`src/rtl/fullyconn_nxm_pipe.sv`:
```
`default_nettype none
// +--------------------------------------------------------------------------+
// | Module   : fullyconn_nxm_pipe                                             |
// | Purpose  : N-input / M-output switch cell for the CGRA interconnect.      |
// |            Each output selects one input and is presented either         |
// |            combinationally or through a one-cycle pipeline register.     |
// |            Configuration arrives on a serial chain into a shadow         |
// |            register and is committed to the active config atomically.    |
// | Ports    : config_clk   - sole clock, rising edge                         |
// |            config_reset - asynchronous active-low reset                   |
// |            config_in    - serial config bit (LSB of bitstream first)      |
// |            config_en    - shift enable for the shadow chain               |
// |            config_load  - commit shadow to active config                  |
// |            config_out   - serial chain output (shadow[0])                 |
// |            in           - N words, input i at [i*size +: size]            |
// |            out          - M words, output j at [j*size +: size]           |
// | Revision : 1.0 - initial release                                          |
// +--------------------------------------------------------------------------+
module fullyconn_nxm_pipe #(
  parameter int size = 32,
  parameter int N    = 4,
  parameter int M    = 1
) (
  input  logic                config_clk,
  input  logic                config_reset,
  input  logic                config_in,
  input  logic                config_en,
  input  logic                config_load,
  output logic                config_out,
  input  logic [N*size-1:0]   in,
  output logic [M*size-1:0]   out
);

  localparam int SELW = $clog2(N);
  localparam int FW   = SELW + 1;
  localparam int CFGW = M * FW;

  logic [CFGW-1:0] r_shadow;
  logic [CFGW-1:0] r_active;

  // Shadow chain shifts toward bit 0, so the first bit shifted in ends at
  // shadow[0] after CFGW shifts and is also what config_out presents.
  always_ff @(posedge config_clk or negedge config_reset) begin
    if (!config_reset) begin
      r_shadow <= '0;
    end else if (config_en) begin
      r_shadow <= {config_in, r_shadow[CFGW-1:1]};
    end
  end

  // Commit samples the pre-edge shadow, so a same-edge shift never leaks
  // a half-shifted value into the datapath.
  always_ff @(posedge config_clk or negedge config_reset) begin
    if (!config_reset) begin
      r_active <= '0;
    end else if (config_load) begin
      r_active <= r_shadow;
    end
  end

  assign config_out = r_shadow[0];

  generate
    for (genvar j = 0; j < M; j++) begin : g_out
      logic [SELW-1:0] w_sel;
      logic            w_reg;
      logic [size-1:0] w_mux;
      logic [size-1:0] r_pipe;

      assign w_sel = r_active[j*FW +: SELW];
      assign w_reg = r_active[j*FW + SELW];

      // Select by equality scan: codes at or above N match nothing and
      // leave the default of zero, covering non-power-of-two N.
      always_comb begin
        w_mux = '0;
        for (int i = 0; i < N; i++) begin
          if (w_sel == SELW'(i)) begin
            w_mux = in[i*size +: size];
          end
        end
      end

      // Captured every edge regardless of mode, so switching an output to
      // registered mode presents the previous cycle's selection at once.
      always_ff @(posedge config_clk or negedge config_reset) begin
        if (!config_reset) begin
          r_pipe <= '0;
        end else begin
          r_pipe <= w_mux;
        end
      end

      assign out[j*size +: size] = w_reg ? r_pipe : w_mux;
    end
  endgenerate

endmodule
`default_nettype wire
```
`config.mk`:
```
export PLATFORM = sky130hd
export DESIGN_NAME = fullyconn_nxm_pipe
export DESIGN_NICKNAME = d
export VERILOG_FILES = /design/src/rtl/fullyconn_nxm_pipe.sv
export SDC_FILE = /design/constraint.sdc
export NUM_CORES = 1
export LEC_CHECK = 0
export CAP_MARGIN = 20
export CORE_UTILIZATION = 40
export CTS_BUF_LIST = sky130_fd_sc_hd__clkbuf_4
export DETAILED_ROUTE_END_ITERATION = 10
export PLACE_DENSITY = 0.83
export RECOVER_POWER = 25
export SYNTH_ARGS = -nofsm -noshare
export SYNTH_HDL_FRONTEND = slang
export SYNTH_SLANG_ARGS = --single-unit
```
`constraint.sdc`:
```
create_clock -name config_clk -period 1.8 [get_ports config_clk]
set_input_delay 0.18 -clock config_clk [delete_from_list [all_inputs] [get_ports config_clk]]
set_output_delay 0.18 -clock config_clk [all_outputs]
set_load 0.02 [all_outputs]
```
### Yosys cells after proc, flatten, opt, wreduce, memory -nomap -nowiden

Cells that the tools add are included.

| word-level totals | value |
|---|---|
| flip-flop bits (word level) | 38 |
| bits in latches | 0 |
| RAM bits | 0 |
| bits in read-only memories | 0 |
| word-level logic and storage cells | 12 |
| memories | 0 |

| operators by class | value |
|---|---|
| add/subtract/negate cells | 0 |
| multipliers | 0 |
| divide/modulo/power cells | 0 |
| $lt $le $gt $ge | 0 |
| equal/unequal tests | 3 |
| shift-type cells | 0 |
| multiplexer cells | 5 |
| bitwise gates (word level) | 0 |
| reductions and logical operators | 1 |

Operators by type and width:

| operator | number |
|---|---|
| $mux W32 | 5 |
| $eq A2 B2 Y1 const B | 2 |
| $eq A2 B1 Y1 const B | 1 |
| $logic_not A2 Y1 | 1 |

### Depth between registers and ports, before layout

Gate-level depths: netlist of run 1.

| logic depth | value |
|---|---|
| depth after elaboration | 6 |
| depth in mapped cells | 6 |
| mapped depth without buffers | 3 |

### Least setup slack after synthesis of run 1

Ideal clock, no wire load.

| path | value |
|---|---|
| kind | reg-to-output |
| from | register r_active[1] |
| to | output port out[13] |
| arrival time | 1,277 ps |
| data required time | 1,620 ps |
| setup slack | 343 ps |
| cell stages (with the launch flop) | 6 |
| cells stage by stage | dfrtp_1 buf_6 buf_12 mux2_4 o22ai_1 a21oi_1 |

| between the ends | value |
|---|---|
| longest elaborated chain between the ends | 6 |
| elaborated cells between the ends (all ways) | 9 |
| those cells by class | eq/ne (3); mux (5); reduce/logical (1) |

RTL lines:

| what | line | source |
|---|---|---|
| from (decl) | 39 | `logic [CFGW-1:0] r_active;` |
| from (signal assigned) | 57 | `r_active <= r_shadow;` |
| $logic_not A2 Y1 | 78 | `if (w_sel == SELW'(i)) begin` |
| $mux W32 (3 in a row) | 78 |  |
| $mux W32 * | 78 |  |
| $mux W32 * | 94 | `assign out[j*size +: size] = w_reg ? r_pipe : w_mux;` |
| to (decl) | 31 | `output logic [M*size-1:0] out` |

Mark *: on every way between the ends. The rest lies on a longest branch, timed or not.

### Worst setup path after layout of run 1

| path | value |
|---|---|
| from | register r_active[1] |
| to | output port out[2] |

The elaborated chain is that of the path after synthesis.

==> impl_metrics.env, run 1 <==
export IMPL_insertion_delay_ns=0.34
export IMPL_tightestPinTransition_ns=1.359
export IMPL_yosysSeqAreaShare_pct=31.48
export IMPL_grt_usage_pct=22.74
export IMPL_cp_cell_sequence="buf_6 > buf_16 > mux2_4 > o22ai_2 > a21oi_1 > buf_4"
export IMPL_yosys_warnings=0
export IMPL_diodes=0
export IMPL_worstSetupEndpoint="out[2]"
export IMPL_grt_start_max_net_pins=34
export IMPL_hp_class="in -> reg"
export IMPL_reg2reg_setup_slack_ns=0.27
export IMPL_place_congestion=0.7350
export IMPL_fin_ws_ns=-0.2777
export IMPL_cpPeakStageDelay_ns=0.55
export IMPL_drive_gt1_share_pct=42.49
export IMPL_layout_nets=565
export IMPL_cts_buffers=5
export IMPL_path_class="reg -> out"
export IMPL_synth_mux_area_share_pct=45.36
export IMPL_ant_nets=0
export IMPL_clk_path_buf_depth=2
export IMPL_powerDensity_mw_per_mm2=902.0
export IMPL_grt_pass1_vias=2947
export IMPL_syn_nets=393
export IMPL_endpoint_kind="output port"
export IMPL_pwr_share_clk_pct=10.0
export IMPL_irDropWorstVdd_mv=0.4257
export IMPL_htreeDepth=2
export IMPL_clock_skew_ns=0.004911
export IMPL_power_leakage_nw=2.243
export IMPL_r2r_start="r_active[1]$_DFFE_PN0P_"
export IMPL_cp_slowest_cell="dfrtp_4"
export IMPL_syn_mean_instance_area_sq_um=11.62
export IMPL_intPower_mw=2.816
export IMPL_period_minus_slack_ns=2.078
export IMPL_synth_edf_count=0
export IMPL_row_count=31
export IMPL_vias_per_cell=5.049
export IMPL_hold_violations=0
export IMPL_reg2reg_to="g_out[0].r_pipe[24]$_DFF_PN0_"
export IMPL_routedWlPerCell_um=17.18
export IMPL_num_vias=2686
export IMPL_setup_viol=32
export IMPL_startpoint_type="flop"
export IMPL_drtPass1Iterations=4
export IMPL_synth_fa_ha_area_share_pct=0
export IMPL_worstPathRequired_ns=1.62
export IMPL_final_period_utilization_pct=115.4
export IMPL_p_sw_mw=1.671
export IMPL_combPwrFrac_pct=64.5
export IMPL_yosysTopAreaCellShare_pct=31.48
export IMPL_yosys_cell_count_top_type="mux2_4"
export IMPL_portBuffers=165
export IMPL_start_util_pct=41.42
export IMPL_status="finished, violations left"
export IMPL_synth_cells=260
export IMPL_synth_compound_area_share_pct=11.93
export IMPL_finalWirelength_um=9139
export IMPL_synth_seq_cells=38
export IMPL_synth_distinct_cells=12
export IMPL_startpoint="r_active[1]$_DFFE_PN0P_"
export IMPL_hpwlAfterDp_um=6397
export IMPL_rr_worst_depth=4
export IMPL_cts_root_buf="clkbuf_4"
export IMPL_cap_violations=0
export IMPL_cts_tree="yes"
export IMPL_path_clk_slew_ns=0.11
export IMPL_pwr_share_seq_pct=25.6
export IMPL_ys_top_cells_by_area="dfrtp_1 31%, mux2_4 29%, mux2_2 16%, o22ai_1 6.6%, a21oi_1 5.3%"
export IMPL_drc=0
export IMPL_grt_antenna_before_repair=0
export IMPL_synthSimpleGateAreaFrac_pct=0.4143
export IMPL_switching_share_pct=37.24
export IMPL_drtIter0Drc=39
export IMPL_path_max_fanout=7
export IMPL_ys_flop_type="dfrtp_1"
export IMPL_die_h_um=88.90
export IMPL_slew_headroom_pct=9.416
export IMPL_die_area_sq_mm=0.007902
export IMPL_synth_top_family_by_area="multiplexers"
export IMPL_ios=166
export IMPL_min_from="config_in"
export IMPL_synth_xor_area_share_pct=0
export IMPL_synth_area_sq_mm=0.003020
export IMPL_grt_pass1_wl_um=13590
export IMPL_place_area_sq_mm=0.004730
export IMPL_gr_total_overflow=0
export IMPL_crit_arrival_ns=1.90
export IMPL_fin_area_sq_mm=0.004975
export IMPL_rsz0062_at_grt="true"
export IMPL_die_width_um=88.90
export IMPL_slew_viol_final=0
export IMPL_synth_commonest_cells="59 x mux2_4, 43 x mux2_2, 38 x dfrtp_1"
export IMPL_async_flop_share_pct=100.0
export IMPL_coreArea_sq_mm=0.007292
export IMPL_clkSinkCount=38
export IMPL_max_freq_mhz=481.3
export IMPL_utilization_pct=68.22
export IMPL_area_growth_pct=64.71
export IMPL_synth_top_area_cell="dfrtp_1"
export IMPL_finalPower_mw=4.487
export IMPL_violations="setup timing"
-- flip-flops by register name, summed over array words and instances, names as in the netlist --
signal        cells
g_out.r_pipe     32
r_active          3
r_shadow          3
-- routing by layer --
layer / GRT usage (%) / vias to the layer above / share of wire [%]
met1: 23.34 / 1301 / 37
met3: 4.894 / 11 / 6.7
met2: 45.66 / 103 / 55
li1: - / 1271 / -
met4: 6.598 / 0 / 1.4
met5: 0 / - / 0
-- worst min path at each step --
stage	depth (start not counted)	to	slack (ns)
after floorplan	0	g_out[0].r_pipe[0]$_DFF_PN0_	-0.12
after global placement	1	g_out[0].r_pipe[8]$_DFF_PN0_	0.19
after detailed placement	1	g_out[0].r_pipe[8]$_DFF_PN0_	0.20
after CTS	2	g_out[0].r_pipe[8]$_DFF_PN0_	0.34
after global routing	2	r_shadow[2]$_DFFE_PN0P_	0.46
final	2	r_shadow[2]$_DFFE_PN0P_	0.45
-- power by group through the flow --
stage          Clock [mW]  Combinational, mW  Sequential [mW]
2_1_floorplan           0               1.77             1.13
4_1_cts             0.462               2.83             1.15
3_5_place_dp            0               2.73             1.16
6_report            0.447               2.89             1.15
3_3_place_gp            0               2.68             1.15
5_1_grt             0.495               3.06             1.17
-- per-stage QoR --
step / setup TNS [ns] / setup WS (ns) / hold WS [ns] / instances
6_report: -7.596 / -0.2777 / 0.4548 / 532
5_1_grt: -10.01 / -0.3608 / 0.4609 / 532
3_3_place_gp: -4.645 / -0.1789 / 0.1886 / 514
2_1_floorplan: 0 / 0.3429 / -0.1156 / 260
4_1_cts: -8.056 / -0.2751 / 0.3426 / 532
3_5_place_dp: -5.395 / -0.2219 / 0.1970 / 514
-- logic make-up after synthesis --
family	count (synthesis)
AOI/OAI and AO/OA	64
buffers and inverters	54
DFF	38
muxes	102
and+or+nand+nor	2
-- layout make-up --
cell class / instances / area (sq um)
inverter: 32 / 120.1
multi-input combinational: 168 / 1861
fill: 605 / 2317
clock buffer: 6 / 45.04
clock inverter: 2 / 8.758
timing repair buffer: 187 / 1861
tap: 99 / 123.9
sequential: 38 / 955.9
-- what timing repair did --
item	4_1_cts	5_1_grt
setup endpoints to repair	32	32
setup buffers	5	0
endpoints found under the hold margin	23	0
pin swaps	1	0
hold buffers	1	0
gates cloned	4	0
resized for setup	162	11
-- critical path, delay by kind of cell (launching register included) --
family / cells / cell delay, ns
flip-flops: 1 / 0.55
AO/OA/AOI/OAI: 2 / 0.19
buffers and inverters: 3 / 0.50
multiplexers: 1 / 0.31
-- layout by cell type (no fill, tap or decap) --
| cell type | count |
|---|---|
| clkbuf_4 | 6 |
| buf_4 | 26 |
| or2_1 | 1 |
| a21oi_2 | 3 |
| o22ai_1 | 15 |
| buf_16 | 3 |
| o22ai_2 | 17 |
| dfrtp_1 | 36 |
| buf_12 | 5 |
| mux2_4 | 59 |
| dlygate4sd3_1 | 2 |
| a21oi_1 | 29 |
| bufbuf_16 | 1 |
| dfrtp_2 | 1 |
| buf_6 | 4 |
| nand2b_1 | 1 |
| clkinv_1 | 1 |
| mux2_2 | 43 |
| inv_1 | 32 |
| clkbuf_1 | 1 |
| dfrtp_4 | 1 |
| clkdlybuf4s50_1 | 131 |
| buf_2 | 14 |
| clkinv_2 | 1 |
Power figures use the tool's default switching activity.
==> run 2: changes to the inputs <==
--- a/config.mk
+++ b/config.mk
@@ -9,6 +9,7 @@
 export CORE_UTILIZATION = 40
 export CTS_BUF_LIST = sky130_fd_sc_hd__clkbuf_4
 export DETAILED_ROUTE_END_ITERATION = 10
+export GPL_TIMING_DRIVEN = 0
 export PLACE_DENSITY = 0.83
 export RECOVER_POWER = 25
 export SYNTH_ARGS = -nofsm -noshare
==> run 2 against run 1 <==
Effect of this change: worst hold slack gained 0.0052 ns; the run still ends with setup timing left; highest routed layer unchanged; die area stayed put; critical path type unchanged; clock skew rose by 0.0052 ns; final cell count increased by 0.56%; sequential power barely moved; non-clock buffer count rose by 3; combinational power about the same; global-route usage is 1.2 points lower; first-iteration DRC count up 38%; sequential share of layout area hardly changed.
==> impl_metrics.env, run 2 (synthesis results as in run 1) <==
export IMPL_final_period_utilization_pct=109.8
export IMPL_top_regs="g_out.r_pipe: 32 flops, r_active: 3 flops, r_shadow: 3 flops"
export IMPL_cts_root_buf="clkbuf_4"
export IMPL_cap_violations=0
export IMPL_clk_path_buf_depth=2
export IMPL_fin_cells=535
export IMPL_grt_start_max_net_pins=39
export IMPL_irDropWorstVdd_mv=0.3926
export IMPL_hold_violations=0
export IMPL_grt_antenna_before_repair=0
export IMPL_drive_gt1_share_pct=43.35
export IMPL_drtIter0Drc=54
export IMPL_layout_nets=568
export IMPL_row_count=31
export IMPL_ant_nets=0
export IMPL_die_area_sq_mm=0.007902
export IMPL_largest_reg_flops=32
export IMPL_worstPathRequired_ns=1.62
export IMPL_hold_depth=2
export IMPL_violations="setup timing"
export IMPL_clock_skew_ns=0.01006
export IMPL_area_growth_pct=64.33
export IMPL_register_area_sq_um=953.4
export IMPL_grt_usage_pct=21.56
export IMPL_final_cell_mix="131 x clkdlybuf4s50_1, 60 x mux2_4, 42 x mux2_2"
export IMPL_power_leakage_nw=2.234
export IMPL_num_vias=2687
export IMPL_cts_buffers=5
export IMPL_dp_cells=524
export IMPL_routedWlPerCell_um=16.44
export IMPL_grt_pass1_wl_um=12950
export IMPL_period_minus_slack_ns=1.977
export IMPL_diodes=0
export IMPL_drtPass1Iterations=4
export IMPL_fin_area_sq_mm=0.004964
export IMPL_crit_arrival_ns=1.80
export IMPL_setup_tns_final_ns=-4.671
export IMPL_hp_class="in -> reg"
export IMPL_final_common_cell="clkdlybuf4s50_1"
export IMPL_die_width_um=88.90
export IMPL_cts_tree="yes"
export IMPL_gr_total_overflow=0
export IMPL_slew_viol_final=0
export IMPL_finalPower_mw=4.470
export IMPL_coreArea_sq_mm=0.007292
export IMPL_multiInputGateArea_sq_mm=0.001899
export IMPL_finalWirelength_um=8797
export IMPL_drc=0
export IMPL_die_h_um=88.90
export IMPL_endpoint_kind="output port"
export IMPL_place_area_sq_mm=0.004791
export IMPL_rr_worst_depth=4
export IMPL_insertion_delay_ns=0.34
export IMPL_status="finished, violations left"
export IMPL_ios=166
export IMPL_slew_headroom_pct=43.36
export IMPL_path_clk_slew_ns=0.11
export IMPL_n_fill_cell=588
export IMPL_vias_per_cell=5.022
export IMPL_hpwlAfterDp_um=6527
export IMPL_setup_viol=32
export IMPL_clkSinkCount=38
export IMPL_path_max_fanout=10
export IMPL_max_freq_mhz=505.9
export IMPL_grt_pass1_vias=2716
export IMPL_tightestPinTransition_ns=0.8496
export IMPL_start_util_pct=41.42
export IMPL_fin_ws_ns=-0.1769
export IMPL_path_class="reg -> out"
export IMPL_top_register="g_out.r_pipe"
export IMPL_rsz0062_at_grt="true"
export IMPL_htreeDepth=2
export IMPL_portBuffers=165
export IMPL_powerDensity_mw_per_mm2=900.6
export IMPL_startpoint_type="flop"
export IMPL_place_congestion=0.7485
==> run 2: worst max-delay path, stage by stage (launching register included) <==
cell,delay [ns]
dfrtp_1,0.43
buf_12,0.16
buf_12,0.15
mux2_4,0.32
o22ai_4,0.18
a21oi_2,0.06
buf_6,0.16
==> run 2: metal layers <==
metal	routed length [um]	track usage (%)
met5	0	0
met2	4763	41.89
met4	142	5.425
met1	3297	23.31
met3	594	5.171
==> run 2: cell type report <==
cell class	instances	area share, %
flip-flops and latches	38	19.21
well taps	99	2.496
clock inverters	2	0.1765
plain buffers	20	4.462
inverters	32	2.420
multi-input cells	168	38.27
repair buffers	170	32.06
clock buffers	6	0.9075
==> run 2: path summary, 6_finish.rpt <==
path	startpoint	end	slack, ns
min in group asynchronous	config_reset	g_out[0].r_pipe[23]$_DFF_PN0_	0.49
min reg2reg	r_shadow[1]$_DFFE_PN0P_	r_shadow[1]$_DFFE_PN0P_	0.55
min	config_in	r_shadow[2]$_DFFE_PN0P_	0.46
max	r_active[1]$_DFFE_PN0P_	out[16]	-0.18
max in group asynchronous	config_reset	r_active[2]$_DFFE_PN0P_	0.71
max reg2reg	r_active[1]$_DFFE_PN0P_	g_out[0].r_pipe[16]$_DFF_PN0_	0.37
==> run 2: timing repair <==
item / in CTS / in global routing
endpoints found under the hold margin: 38 / 0
setup buffers: 4 / 0
cloned: 0 / 0
endpoints found under the setup margin: 32 / 32
hold buffers: 1 / 0
pin swaps: 1 / 0
gates resized for setup: 173 / 16
==> run 2: through the flow <==
step / setup WS [ns] / util [%] / hold WS [ns]
after floorplan: 0.3429 / - / -0.1156
after global placement: -0.3640 / 65.77 / 0.5171
after detailed placement: -0.2252 / 65.70 / 0.3373
after CTS: -0.1746 / 67.12 / 0.4469
after global routing: -0.2509 / 68.07 / 0.4580
final: -0.1769 / 68.07 / 0.4600
==> run 2: where the power goes <==
part	internal, mW	total (mW)	switching, mW	leakage (nW)
combinational	1.56	2.89	1.33	1.76
clock	0.162	0.438	0.276	0.0331
sequential	1.07	1.14	0.0753	0.441
